--- src/rtl/tx_intf_m_axis_trans_ctrl_pkg.sv ---
// ---------------------------------------------------------------------------
// tx_intf_m_axis_trans_ctrl_pkg
//
// Shared definitions for the loopback transfer controller that sits between
// the tx_intf register slave and the m_axis master.
//
// Contents:
//   trans_state_t    controller FSM states
//   MODE_*           trigger-source selection codes for start_1trans_mode
//   DROP_CNT_WIDTH   width of the saturating dropped-beat counter
//   drop_cnt_inc     saturating increment used for the drop counter
// ---------------------------------------------------------------------------
package tx_intf_m_axis_trans_ctrl_pkg;

    // Controller states. IDLE must stay at zero so that a cleared state
    // register reads as "not busy".
    typedef enum logic [2:0] {
        ST_IDLE  = 3'd0,
        ST_ARMED = 3'd1,
        ST_START = 3'd2,
        ST_XFER  = 3'd3,
        ST_DONE  = 3'd4
    } trans_state_t;

    // Trigger source codes. Any mode with bit 1 set selects the external
    // trigger, so 2'b10 and 2'b11 behave identically.
    localparam logic [1:0] MODE_TX_END   = 2'b00;
    localparam logic [1:0] MODE_TX_START = 2'b01;
    localparam logic [1:0] MODE_EXT      = 2'b10;

    localparam int DROP_CNT_WIDTH = 8;

    localparam logic [DROP_CNT_WIDTH-1:0] DROP_CNT_MAX = '1;

    // True when the mode selects the external trigger input.
    function automatic logic is_ext_mode(input logic [1:0] mode);
        return mode[1];
    endfunction

    // Saturating increment: the counter sticks at its maximum value instead
    // of wrapping, so a long burst of drops never reads back as a small number.
    function automatic logic [DROP_CNT_WIDTH-1:0] drop_cnt_inc(
        input logic [DROP_CNT_WIDTH-1:0] cnt
    );
        if (cnt == DROP_CNT_MAX) begin
            return cnt;
        end
        return cnt + DROP_CNT_WIDTH'(1);
    endfunction

endpackage

--- src/rtl/tx_intf_m_axis_trans_ctrl_if.sv ---
// ---------------------------------------------------------------------------
// tx_intf_m_axis_trans_ctrl_if
//
// Bundle of the signals exchanged between the transfer controller and the
// m_axis master.
//
// Signals:
//   start_1trans_to_m_axis  controller -> m_axis  1-cycle start pulse
//   data_to_m_axis          controller -> m_axis  registered beat data
//   data_ready_to_m_axis    controller -> m_axis  registered beat valid
//   fulln_from_m_axis       m_axis -> controller  1 = FIFO can accept a beat
//
// Modports:
//   master  used by the transfer controller
//   slave   used by the m_axis side (or a testbench standing in for it)
// ---------------------------------------------------------------------------
interface tx_intf_m_axis_trans_ctrl_if #(
    parameter int DATA_WIDTH = 64
) ();

    logic                  start_1trans_to_m_axis;
    logic [DATA_WIDTH-1:0] data_to_m_axis;
    logic                  data_ready_to_m_axis;
    logic                  fulln_from_m_axis;

    modport master (
        output start_1trans_to_m_axis,
        output data_to_m_axis,
        output data_ready_to_m_axis,
        input  fulln_from_m_axis
    );

    modport slave (
        input  start_1trans_to_m_axis,
        input  data_to_m_axis,
        input  data_ready_to_m_axis,
        output fulln_from_m_axis
    );

endinterface

--- src/rtl/tx_intf_m_axis_trans_ctrl_trig_sel.sv ---
// ---------------------------------------------------------------------------
// tx_intf_trig_sel
//
// Rising-edge detector for the transfer trigger. Each candidate source keeps
// its own one-cycle history register; the latched mode then picks which
// source's edge is reported.
//
// Ports:
//   clk, rst                  clock, synchronous active-high reset
//   mode_q                    latched trigger mode (00 tx_end, 01 tx_start, 1x ext)
//   tx_end_from_acc           trigger source for mode 00
//   tx_start_from_acc         trigger source for mode 01
//   start_1trans_ext_trigger  trigger source for modes 10/11
//   trig_edge                 1 while the selected source is high and was low
//                             in the previous cycle
// ---------------------------------------------------------------------------
module tx_intf_trig_sel
    import tx_intf_m_axis_trans_ctrl_pkg::*;
(
    input  logic       clk,
    input  logic       rst,
    input  logic [1:0] mode_q,
    input  logic       tx_end_from_acc,
    input  logic       tx_start_from_acc,
    input  logic       start_1trans_ext_trigger,
    output logic       trig_edge
);

    logic tx_end_d1;
    logic tx_start_d1;
    logic ext_d1;

    // History is kept per source rather than after the mux. When a new arm
    // switches mode_q, the history of the newly selected source is already
    // valid, so a source that is high at arm time cannot fake an edge.
    always_ff @(posedge clk) begin
        if (rst) begin
            tx_end_d1   <= 1'b0;
            tx_start_d1 <= 1'b0;
            ext_d1      <= 1'b0;
        end else begin
            tx_end_d1   <= tx_end_from_acc;
            tx_start_d1 <= tx_start_from_acc;
            ext_d1      <= start_1trans_ext_trigger;
        end
    end

    // Select the edge of the source chosen by the latched mode.
    always_comb begin
        trig_edge = 1'b0;
        if (is_ext_mode(mode_q)) begin
            trig_edge = start_1trans_ext_trigger & ~ext_d1;
        end else if (mode_q == MODE_TX_START) begin
            trig_edge = tx_start_from_acc & ~tx_start_d1;
        end else begin
            trig_edge = tx_end_from_acc & ~tx_end_d1;
        end
    end

endmodule

--- src/rtl/tx_intf_m_axis_trans_ctrl.sv ---
// ---------------------------------------------------------------------------
// tx_intf_m_axis_trans_ctrl
//
// Sequences one loopback capture into m_axis per arm: latch the trigger mode
// and length, wait for a trigger edge, send a 1-cycle start pulse, forward up
// to trans_len accepted beats (with an optional inter-beat timeout), then
// report completion with a 1-cycle done pulse.
//
// Ports:
//   clk, rst                  clock, synchronous active-high reset
//   arm                       1-cycle pulse: arm one transfer (ignored while busy
//                             or when trans_len is 0)
//   abort                     1-cycle pulse: abandon the current transfer
//   start_1trans_mode         trigger source select, latched on accepted arm
//   trans_len                 beats per transfer, latched on accepted arm
//   timeout_cycles            idle-cycle limit between beats; 0 disables it
//   tx_start_from_acc         trigger source, mode 01
//   tx_end_from_acc           trigger source, mode 00
//   start_1trans_ext_trigger  trigger source, modes 10/11
//   data_loopback             beat data
//   data_loopback_valid       beat valid
//   m_axis                    master side of the m_axis bundle (start pulse,
//                             registered data/ready, fulln back-pressure)
//   busy                      controller is not idle
//   done_pulse                1 cycle at transfer end (length or timeout)
//   timeout_flag              sticky: last transfer ended by timeout
//   beat_cnt                  beats accepted in the current/last transfer
//   drop_cnt                  beats dropped for lack of fulln, saturating
// ---------------------------------------------------------------------------
module tx_intf_m_axis_trans_ctrl
    import tx_intf_m_axis_trans_ctrl_pkg::*;
#(
    parameter int C_M00_AXIS_TDATA_WIDTH = 64,
    parameter int LEN_WIDTH              = 16,
    parameter int TMO_WIDTH              = 24
) (
    input  logic                              clk,
    input  logic                              rst,
    input  logic                              arm,
    input  logic                              abort,
    input  logic [1:0]                        start_1trans_mode,
    input  logic [LEN_WIDTH-1:0]              trans_len,
    input  logic [TMO_WIDTH-1:0]              timeout_cycles,
    input  logic                              tx_start_from_acc,
    input  logic                              tx_end_from_acc,
    input  logic                              start_1trans_ext_trigger,
    input  logic [C_M00_AXIS_TDATA_WIDTH-1:0] data_loopback,
    input  logic                              data_loopback_valid,
    tx_intf_m_axis_trans_ctrl_if.master       m_axis,
    output logic                              busy,
    output logic                              done_pulse,
    output logic                              timeout_flag,
    output logic [LEN_WIDTH-1:0]              beat_cnt,
    output logic [DROP_CNT_WIDTH-1:0]         drop_cnt
);

    trans_state_t state;
    trans_state_t state_nxt;

    logic [1:0]                        mode_q;
    logic [LEN_WIDTH-1:0]              len_q;
    logic [TMO_WIDTH-1:0]              idle_cnt;
    logic [TMO_WIDTH-1:0]              idle_inc;
    logic [LEN_WIDTH-1:0]              beat_cnt_q;
    logic [LEN_WIDTH-1:0]              beat_inc;
    logic [DROP_CNT_WIDTH-1:0]         drop_cnt_q;
    logic                              timeout_q;
    logic [C_M00_AXIS_TDATA_WIDTH-1:0] data_q;
    logic                              ready_q;

    logic trig_edge;
    logic arm_take;
    logic beat_acc;
    logic beat_drop;
    logic tmo_hit;

    tx_intf_trig_sel u_trig_sel (
        .clk                      (clk),
        .rst                      (rst),
        .mode_q                   (mode_q),
        .tx_end_from_acc          (tx_end_from_acc),
        .tx_start_from_acc        (tx_start_from_acc),
        .start_1trans_ext_trigger (start_1trans_ext_trigger),
        .trig_edge                (trig_edge)
    );

    assign idle_inc = idle_cnt + TMO_WIDTH'(1);
    assign beat_inc = beat_cnt_q + LEN_WIDTH'(1);

    // State register.
    always_ff @(posedge clk) begin
        if (rst) begin
            state <= ST_IDLE;
        end else begin
            state <= state_nxt;
        end
    end

    // Next-state logic plus the per-cycle event strobes used by the datapath.
    // abort is checked first so it overrides every other transition and also
    // suppresses beat acceptance and drop counting in the same cycle. In XFER
    // an accepted beat takes priority over the timeout: the timeout is only
    // evaluated on cycles with no accepted beat.
    always_comb begin
        state_nxt = state;
        arm_take  = 1'b0;
        beat_acc  = 1'b0;
        beat_drop = 1'b0;
        tmo_hit   = 1'b0;

        if (abort && (state != ST_IDLE)) begin
            state_nxt = ST_IDLE;
        end else begin
            unique case (state)
                ST_IDLE: begin
                    if (arm && (trans_len != '0)) begin
                        arm_take  = 1'b1;
                        state_nxt = ST_ARMED;
                    end
                end
                ST_ARMED: begin
                    if (trig_edge) begin
                        state_nxt = ST_START;
                    end
                end
                ST_START: begin
                    state_nxt = ST_XFER;
                end
                ST_XFER: begin
                    if (data_loopback_valid && m_axis.fulln_from_m_axis) begin
                        beat_acc = 1'b1;
                        if (beat_inc == len_q) begin
                            state_nxt = ST_DONE;
                        end
                    end else begin
                        beat_drop = data_loopback_valid;
                        if ((timeout_cycles != '0) && (idle_inc == timeout_cycles)) begin
                            tmo_hit   = 1'b1;
                            state_nxt = ST_DONE;
                        end
                    end
                end
                ST_DONE: begin
                    state_nxt = ST_IDLE;
                end
                default: begin
                    state_nxt = ST_IDLE;
                end
            endcase
        end
    end

    // Configuration latches, counters and the registered output beat.
    // The idle counter is held at zero outside XFER so it always starts from
    // zero on entry, and it restarts on every accepted beat. beat_cnt,
    // drop_cnt and timeout_flag only clear on an accepted arm so the results
    // of the last transfer stay readable afterwards (including after abort).
    always_ff @(posedge clk) begin
        if (rst) begin
            mode_q     <= '0;
            len_q      <= '0;
            idle_cnt   <= '0;
            beat_cnt_q <= '0;
            drop_cnt_q <= '0;
            timeout_q  <= 1'b0;
            data_q     <= '0;
            ready_q    <= 1'b0;
        end else begin
            if (arm_take) begin
                mode_q     <= start_1trans_mode;
                len_q      <= trans_len;
                beat_cnt_q <= '0;
                drop_cnt_q <= '0;
                timeout_q  <= 1'b0;
            end

            if (beat_acc) begin
                beat_cnt_q <= beat_inc;
            end

            if (beat_drop) begin
                drop_cnt_q <= drop_cnt_inc(drop_cnt_q);
            end

            if (tmo_hit) begin
                timeout_q <= 1'b1;
            end

            if ((state != ST_XFER) || beat_acc) begin
                idle_cnt <= '0;
            end else begin
                idle_cnt <= idle_inc;
            end

            ready_q <= beat_acc;
            if (beat_acc) begin
                data_q <= data_loopback;
            end
        end
    end

    // Status and strobe outputs decode directly from the state register.
    assign busy                          = (state != ST_IDLE);
    assign done_pulse                    = (state == ST_DONE);
    assign m_axis.start_1trans_to_m_axis = (state == ST_START);
    assign m_axis.data_to_m_axis         = data_q;
    assign m_axis.data_ready_to_m_axis   = ready_q;
    assign timeout_flag                  = timeout_q;
    assign beat_cnt                      = beat_cnt_q;
    assign drop_cnt                      = drop_cnt_q;

endmodule

--- src/flat_wrapper.sv ---
// flat-port wrapper written by rule: the top's interface ports become plain ports
module tx_intf_m_axis_trans_ctrl_flat import tx_intf_m_axis_trans_ctrl_pkg::*;
#(
    parameter int C_M00_AXIS_TDATA_WIDTH = 64,
    parameter int LEN_WIDTH              = 16,
    parameter int TMO_WIDTH              = 24
)
  (clk, rst, arm, abort, start_1trans_mode, trans_len, timeout_cycles, tx_start_from_acc, tx_end_from_acc, start_1trans_ext_trigger, data_loopback, data_loopback_valid, busy, done_pulse, timeout_flag, beat_cnt, drop_cnt, m_axis_start_1trans_to_m_axis, m_axis_data_to_m_axis, m_axis_data_ready_to_m_axis, m_axis_fulln_from_m_axis);
  tx_intf_m_axis_trans_ctrl_if #(.DATA_WIDTH((64))) m_axis_i ();
  input  logic clk;
  input  logic rst;
  input  logic arm;
  input  logic abort;
  input  logic [1:0] start_1trans_mode;
  input  logic [LEN_WIDTH-1:0] trans_len;
  input  logic [TMO_WIDTH-1:0] timeout_cycles;
  input  logic tx_start_from_acc;
  input  logic tx_end_from_acc;
  input  logic start_1trans_ext_trigger;
  input  logic [C_M00_AXIS_TDATA_WIDTH-1:0] data_loopback;
  input  logic data_loopback_valid;
  output logic busy;
  output logic done_pulse;
  output logic timeout_flag;
  output logic [LEN_WIDTH-1:0] beat_cnt;
  output logic [DROP_CNT_WIDTH-1:0] drop_cnt;
  output wire logic [$bits(m_axis_i.start_1trans_to_m_axis)-1:0] m_axis_start_1trans_to_m_axis;
  output wire logic [$bits(m_axis_i.data_to_m_axis)-1:0] m_axis_data_to_m_axis;
  output wire logic [$bits(m_axis_i.data_ready_to_m_axis)-1:0] m_axis_data_ready_to_m_axis;
  input wire logic [$bits(m_axis_i.fulln_from_m_axis)-1:0] m_axis_fulln_from_m_axis;
  assign m_axis_start_1trans_to_m_axis = m_axis_i.start_1trans_to_m_axis;
  assign m_axis_data_to_m_axis = m_axis_i.data_to_m_axis;
  assign m_axis_data_ready_to_m_axis = m_axis_i.data_ready_to_m_axis;
  assign m_axis_i.fulln_from_m_axis = m_axis_fulln_from_m_axis;
  tx_intf_m_axis_trans_ctrl #(.C_M00_AXIS_TDATA_WIDTH(C_M00_AXIS_TDATA_WIDTH), .LEN_WIDTH(LEN_WIDTH), .TMO_WIDTH(TMO_WIDTH)) u_core (.clk(clk), .rst(rst), .arm(arm), .abort(abort), .start_1trans_mode(start_1trans_mode), .trans_len(trans_len), .timeout_cycles(timeout_cycles), .tx_start_from_acc(tx_start_from_acc), .tx_end_from_acc(tx_end_from_acc), .start_1trans_ext_trigger(start_1trans_ext_trigger), .data_loopback(data_loopback), .data_loopback_valid(data_loopback_valid), .m_axis(m_axis_i), .busy(busy), .done_pulse(done_pulse), .timeout_flag(timeout_flag), .beat_cnt(beat_cnt), .drop_cnt(drop_cnt));
endmodule
--- config.mk ---
export PLATFORM = sky130hd
export DESIGN_NAME = tx_intf_m_axis_trans_ctrl_flat
export DESIGN_NICKNAME = d
export VERILOG_FILES = /design/src/rtl/tx_intf_m_axis_trans_ctrl_pkg.sv /design/src/rtl/tx_intf_m_axis_trans_ctrl_if.sv /design/src/rtl/tx_intf_m_axis_trans_ctrl_trig_sel.sv /design/src/rtl/tx_intf_m_axis_trans_ctrl.sv /design/src/flat_wrapper.sv
export SDC_FILE = /design/constraint.sdc
export NUM_CORES = 1
export LEC_CHECK = 0
export BUFFER_PORTS_ARGS = -buffer_cell sky130_fd_sc_hd__buf_2
export CORE_AREA = 2 2 120 145
export DETAILED_ROUTE_END_ITERATION = 12
export DIE_AREA = 0 0 122 147
export HOLD_SLACK_MARGIN = 0.03
export SETUP_SLACK_MARGIN = 0.15
export SLEW_MARGIN = 20
export SYNTH_ARGS = -nofsm -noshare
export SYNTH_HDL_FRONTEND = slang
export SYNTH_SLANG_ARGS = --single-unit
--- constraint.sdc ---
create_clock -name clk -period 4.1 [get_ports clk]
set_clock_uncertainty 0.15 [all_clocks]
set_input_delay 0 -clock clk [delete_from_list [all_inputs] [get_ports clk]]
set_output_delay 0 -clock clk [all_outputs]
set_load 0.005 [all_outputs]
Word level (Yosys, flattened, before mapping)
Cells that the tools add are included.
{ "word_totals": {"register_bits": 138} }
{ "classes": {"add_sub_neg": 3, "n_reduce_logical": 16, "n_eq_ne": 14, "mux": 31, "bitwise": 6} }
{ "op_table": {"columns": ["operator", "count"], "rows": [
  ["$mux 16", 2],
  ["$add 24x1->24 const B", 1],
  ["$eq 24x24->1", 1],
  ["$mux 8", 3],
  ["$reduce_bool 24->1", 1],
  ["$mux 1", 20],
  ["$add 16x1->16 const B", 1],
  ["$eq 16x16->1", 1],
  ["$reduce_bool 16->1", 1],
  ["$mux 3", 5],
  ["$pmux 3 s4", 1],
  ["$add 8x1->8 const B", 1],
  ["$eq 8x8->1 const B", 1],
  ["$eq 3x2->1 const B", 2],
  ["$ne 3x3->1 const B", 2],
  ["$reduce_bool 2->1", 3],
  ["$logic_and 1x1->1", 4],
  ["$ne 2x1->1 const B", 2],
  ["$reduce_and 4->1", 1],
  ["$reduce_or 2->1", 2],
  ["$and 1x1->1", 3],
  ["$eq 3x1->1 const B", 1],
  ["$eq 3x3->1 const B", 1],
  ["$logic_not 3->1", 1],
  ["other kinds (7)", 9]
]} }

Depth between registers and ports, before layout
{ "logic_depth": {"ltp_word": 8, "mapped_depth": 10} }

By module
From an unflattened synthesis, not the netlist that was laid out.
{ "hier_totals": {"hier_cells": 847, "hier_area_um2": 6602.6} }
{ "modules_own_cells": {"columns": ["mod", "area_per_inst_um2", "instances", "seq_area_each_um2", "cells_each"], "rows": [
  ["tx_intf_m_axis_trans_ctrl", 6491.2, 1, 2702.6, 837],
  ["tx_intf_trig_sel", 111.4, 1, 60.1, 10]
]} }

Least setup slack after synthesis
No wires, ideal clock.
{ "synth_timing": {"kind": "flip-flop to flip-flop", "startpoint": "register u_core.idle_cnt[0]", "endpoint": "register u_core.state[1]", "synth_period_minus_slack_ps": 3118, "t_arrival_ps": 2835, "n_path_buf": 1, "path_slack_ps": 982, "path_stages_with_launch": 11, "cell_sequence": "dfxtp_1 ha_1 nand3_1 or4_1 buf_2 o311ai_2 o311ai_1 or4_1 or4_4 nand3_2 a2111oi_1"} }
{ "synth_via": {"elab_chain_cells": 5} }
{ "synth_rtl": {"columns": ["item", "line_no", "source"], "rows": [
  ["from (decl)", "tx_intf_m_axis_trans_ctrl.sv:62", "logic [TMO_WIDTH-1:0] idle_cnt;"],
  ["from (signal assigned)", "tx_intf_m_axis_trans_ctrl.sv:192", "idle_cnt <= idle_inc;"],
  ["$add 24x1->24", "tx_intf_m_axis_trans_ctrl.sv:87", "assign idle_inc = idle_cnt + TMO_WIDTH'(1);"],
  ["$eq 24x24->1", "tx_intf_m_axis_trans_ctrl.sv:137", "if ((timeout_cycles != '0) && (idle_inc == timeout_cycles)) begin"],
  ["$logic_and 1x1->1", "tx_intf_m_axis_trans_ctrl.sv:137", null],
  ["$ne 3x1->1 (no line)", null, null],
  ["$reduce_and 4->1 (no line)", null, null],
  ["to (signal assigned)", "tx_intf_m_axis_trans_ctrl.sv:95", "state <= state_nxt;"],
  ["to (decl)", "tx_intf_m_axis_trans_ctrl.sv:57", "trans_state_t state;"]
]} }
Every way passes these cells.
A chain may end at the register's enable or synchronous reset.

Final worst setup path
Same ends and word-level chain as after synthesis.

==> metrics.md <==
| Metric | Value |
|---|---|
| Dpl ws | 0.708 ns |
| Final Cycle Share | 80.2% |
| R2R Path End | u_core.state[1]$_SDFFE_PP0P_ |
| # port buffers | 207 |
| Commonest cells in the netlist | 193 x nand2_1, 138 x dfxtp_1, 105 x a21oi_1 |
| Die ar. | 0.0179 mm² |
| Initial drt markers | 314 |
| Vias in the first global route | 6715 |
| Final setup vio count | 0 |
| Drt pass-1 iters | 5 |
| CTS Buf Count | 17 |
| Synth area leader | dfxtp_1 |
| Worst Setup End Kind | flop |
| CTS root buf | clkbuf_16 |
| Congestion Overflow GR | 0 |
| Area of the multi-input gates | 0.00348 mm² |
| Antenna Diode Count | 0 |
| Critical Path RT | 4.20 ns |
| I/O pin count | 208 |
| Netlist cell types | 59 |
| Share of cells above drive strength 1 | 22.9% |
| Most numerous cell in the Yosys netlist | nand2_1 |
| Path type of the worst min-delay path | input port to flop |
| Leakage | 3.87 nW |
| Setup crit start kind | flop |
| EDFF count, synth | 0 |
| H-tree levels | 4 |
| Post-Syn Instances | 827 |
| Core box area | 0.0166 mm² |
| Reg2reg setup slack | 0.81 ns |
| Crit Path Max Fanout | 7 |
| Synth Flop Type | dfxtp_1 |
| WP data arrival | 3.39 ns |
| Status | complete, no violations |
| Relative slew slack | 45.2% |
| Final WL | 20.4 mm |
| RSZ-0062 raised after global routing | false |
| Syn_nets | 945 |
| Yosys top cell area share | 42.5% |
| Routability cong. | 0.886 |
| Global Route Usage Sum | 22.7% |
| Max-cap violations | 0 |
| Hold worst-path end | u_core.timeout_flag$_SDFFE_PP0P_ |
| Endpoints failing hold | 0 |
| Top post-synthesis cells by area | dfxtp_1 43%, nand2_1 11%, a21oi_1 8.1% |
| Min-delay src | timeout_cycles[22] |
| NumNets Final | 1251 |
| Max VDD drop | 0.000241 V |
| Slew Limit Fails | 0 |
| Kind of critical path | flop to flop |
| YS warnings | 0 |
| Worst skew pair latency | 0.42 ns |
| Reg2Reg Depth | 9 |
| Crit path time final | 3.29 ns |
| Antenna-violating nets left | 0 |
| Power Density | 337 mW/mm² |
| Global-route wire length before repair | 32.5 mm |
| Cell Rows | 52 |
| Sequential-to-total area share from yosys stat | 42.5% |
| Post-Synthesis Cell Area | 0.00650 mm² |
| Fillers | 1501 |
| Fmax achieved | 304 MHz |
| Die height | 147 µm |
| Pin count of the biggest net entering global routing | 75 |
| Area delta synth->final | 46.9% |
| Vias | 6865 |
| Remaining DRCs | 0 |
| Hold Path Depth | 4 |
| Worst Tran Pin Value | 0.821 ns |
| DP HPWL | 13.6 mm |
| Syn_area_per_cell | 7.86 µm² |
| Die width | 122 µm |
| Final worst setup slack | 0.811 ns |
| TritonCTS clock tree | built |
| DR WL/cell | 15.0 µm |
| Max Root-Sink Buffers | 2 |
| RR Startpoint | u_core.idle_cnt[0]$_SDFF_PP0_ |
| Clock transition at path regs | 0.06 ns |
| Initial antenna violation count | 0 |
| Post-synth ARST share | 0% |
| # clock sinks | 138 |
| Setup TNS | 0 ns |
| Initial Utilization | 39.2% |
| Seq cells post-synth | 138 |
| Register Area | 0.00276 mm² |
| Via density | 5.04 |
critical path, stage by stage, from the launching register on:
cell and delay (ns):
dfxtp_2 0.36, ha_1 0.19, nand3_1 0.13, or4_4 0.62, o311ai_2 0.27, o311ai_1 0.12
or4_1 0.54, or4_4 0.54, nand3_2 0.11, a2111oi_1 0.08
cell type report:
cell class / count / share of cell area [%]
Clock buffer: 18 / 4.60
Sequential cell: 138 / 29.0
Timing Repair Buffer: 344 / 25.0
Inverter: 13 / 0.511
Tap cell: 216 / 2.83
Multi-Input combinational cell: 619 / 36.4
Clock inverter: 14 / 1.69
power by group:
group          internal, W  total [W]  switching (W)
Clock             0.000926    0.00156       0.000630
Combinational     0.000162   0.000292       0.000130
Sequential         0.00136    0.00137      0.0000140
Total              0.00244    0.00322       0.000774
worst max-delay path by stage:
stage                                              from                          endpoint  slack [ns]  depth (start not counted)
after detailed placement  u_core.idle_cnt[0]$_SDFF_PP0_      u_core.state[1]$_SDFFE_PP0P_        0.71                          9
after CTS                 u_core.idle_cnt[0]$_SDFF_PP0_  u_core.timeout_flag$_SDFFE_PP0P_        0.19                          9
after floorplan           u_core.idle_cnt[0]$_SDFF_PP0_      u_core.state[1]$_SDFFE_PP0P_        0.98                         10
final                     u_core.idle_cnt[0]$_SDFF_PP0_      u_core.state[1]$_SDFFE_PP0P_        0.81                          9
after global placement    u_core.idle_cnt[0]$_SDFF_PP0_      u_core.state[1]$_SDFFE_PP0P_        0.78                          9
after global routing      u_core.idle_cnt[0]$_SDFF_PP0_      u_core.state[1]$_SDFFE_PP0P_        0.62                          9
cell families (layout without fill, tap and decap cells):
group / Yosys count / after routing / share of synthesized area, %
simple gates: 375 / 375 / 26.4
compound gates: 167 / 167 / 15.2
flops: 138 / 138 / 42.5
buf+inv: 70 / 389 / 4.35
xor+xnor: 69 / 69 / 10.2
mux: 5 / 5 / 0.809
fa+ha+maj: 3 / 3 / 0.578
state kept, by name, summed over array words and instances (netlist names):
name,cells
u_core.mode_q,2
u_core.m_axis.data_to_m_axis,64
u_core.drop_cnt,8
u_core.len_q,16
u_core.m_axis.data_ready_to_m_axis,1
u_core.idle_cnt,24
u_core.state,3
u_core.timeout_flag,1
u_core.beat_cnt,16
u_core.u_trig_sel.tx_end_d1,1
u_core.u_trig_sel.ext_d1,1
u_core.u_trig_sel.tx_start_d1,1
through the flow:
stage          instance area [µm²]  util (%)  power (W)  instances  hold slack, ns
6_report                      9540      57.5    0.00322       1362          0.0193
5_1_grt                       9540      57.5    0.00334       1362          0.0431
4_1_cts                       9550      57.6    0.00326       1363          0.0330
3_5_place_dp                  7670      46.2    0.00160       1203          0.0847
3_3_place_gp                  7670      46.2    0.00160       1203          0.0739
2_1_floorplan                 6500         -    0.00150        827         -0.0679
placed cells by master (no fill, tap or decap), types with 3 or more instances in the layout:
cell and count:
o21ai_0 18, a22oi_1 4, and3_1 8, a21oi_1 105, a311oi_1 5, clkbuf_16 17, a31oi_1 5, xor2_1 18
nand3b_1 5, buf_4 11, inv_1 13, nand2_1 193, dlygate4sd3_1 127, buf_2 206, nand4_1 15, nor3_1 15
nor2_1 65, nor2b_1 4, mux2i_1 3, nand3_1 19, xnor3_1 3, clkinv_4 5, o2111ai_1 7, and4_1 4
or3_1 5, nor3b_1 7, xnor2_1 47, nor4_1 19, dfxtp_1 137, ha_1 3, o22ai_1 3
metal layers:
layer  vias up  share of wire, %  track usage [%]
li1       3460                 -                -
met4         0               2.5             8.74
met2       202                51             39.9
met5         -                 0                0
met1      3165                42             26.6
met3        38               4.3             4.93
timing repair:
item                       CTS  global route
resized for setup            0             2
buffers inserted             0             0
setup endpoints to repair    0             2
hold buffers               128             0
hold endpoints to repair   103             0
No activity file was read; power rests on OpenSTA's default activity.
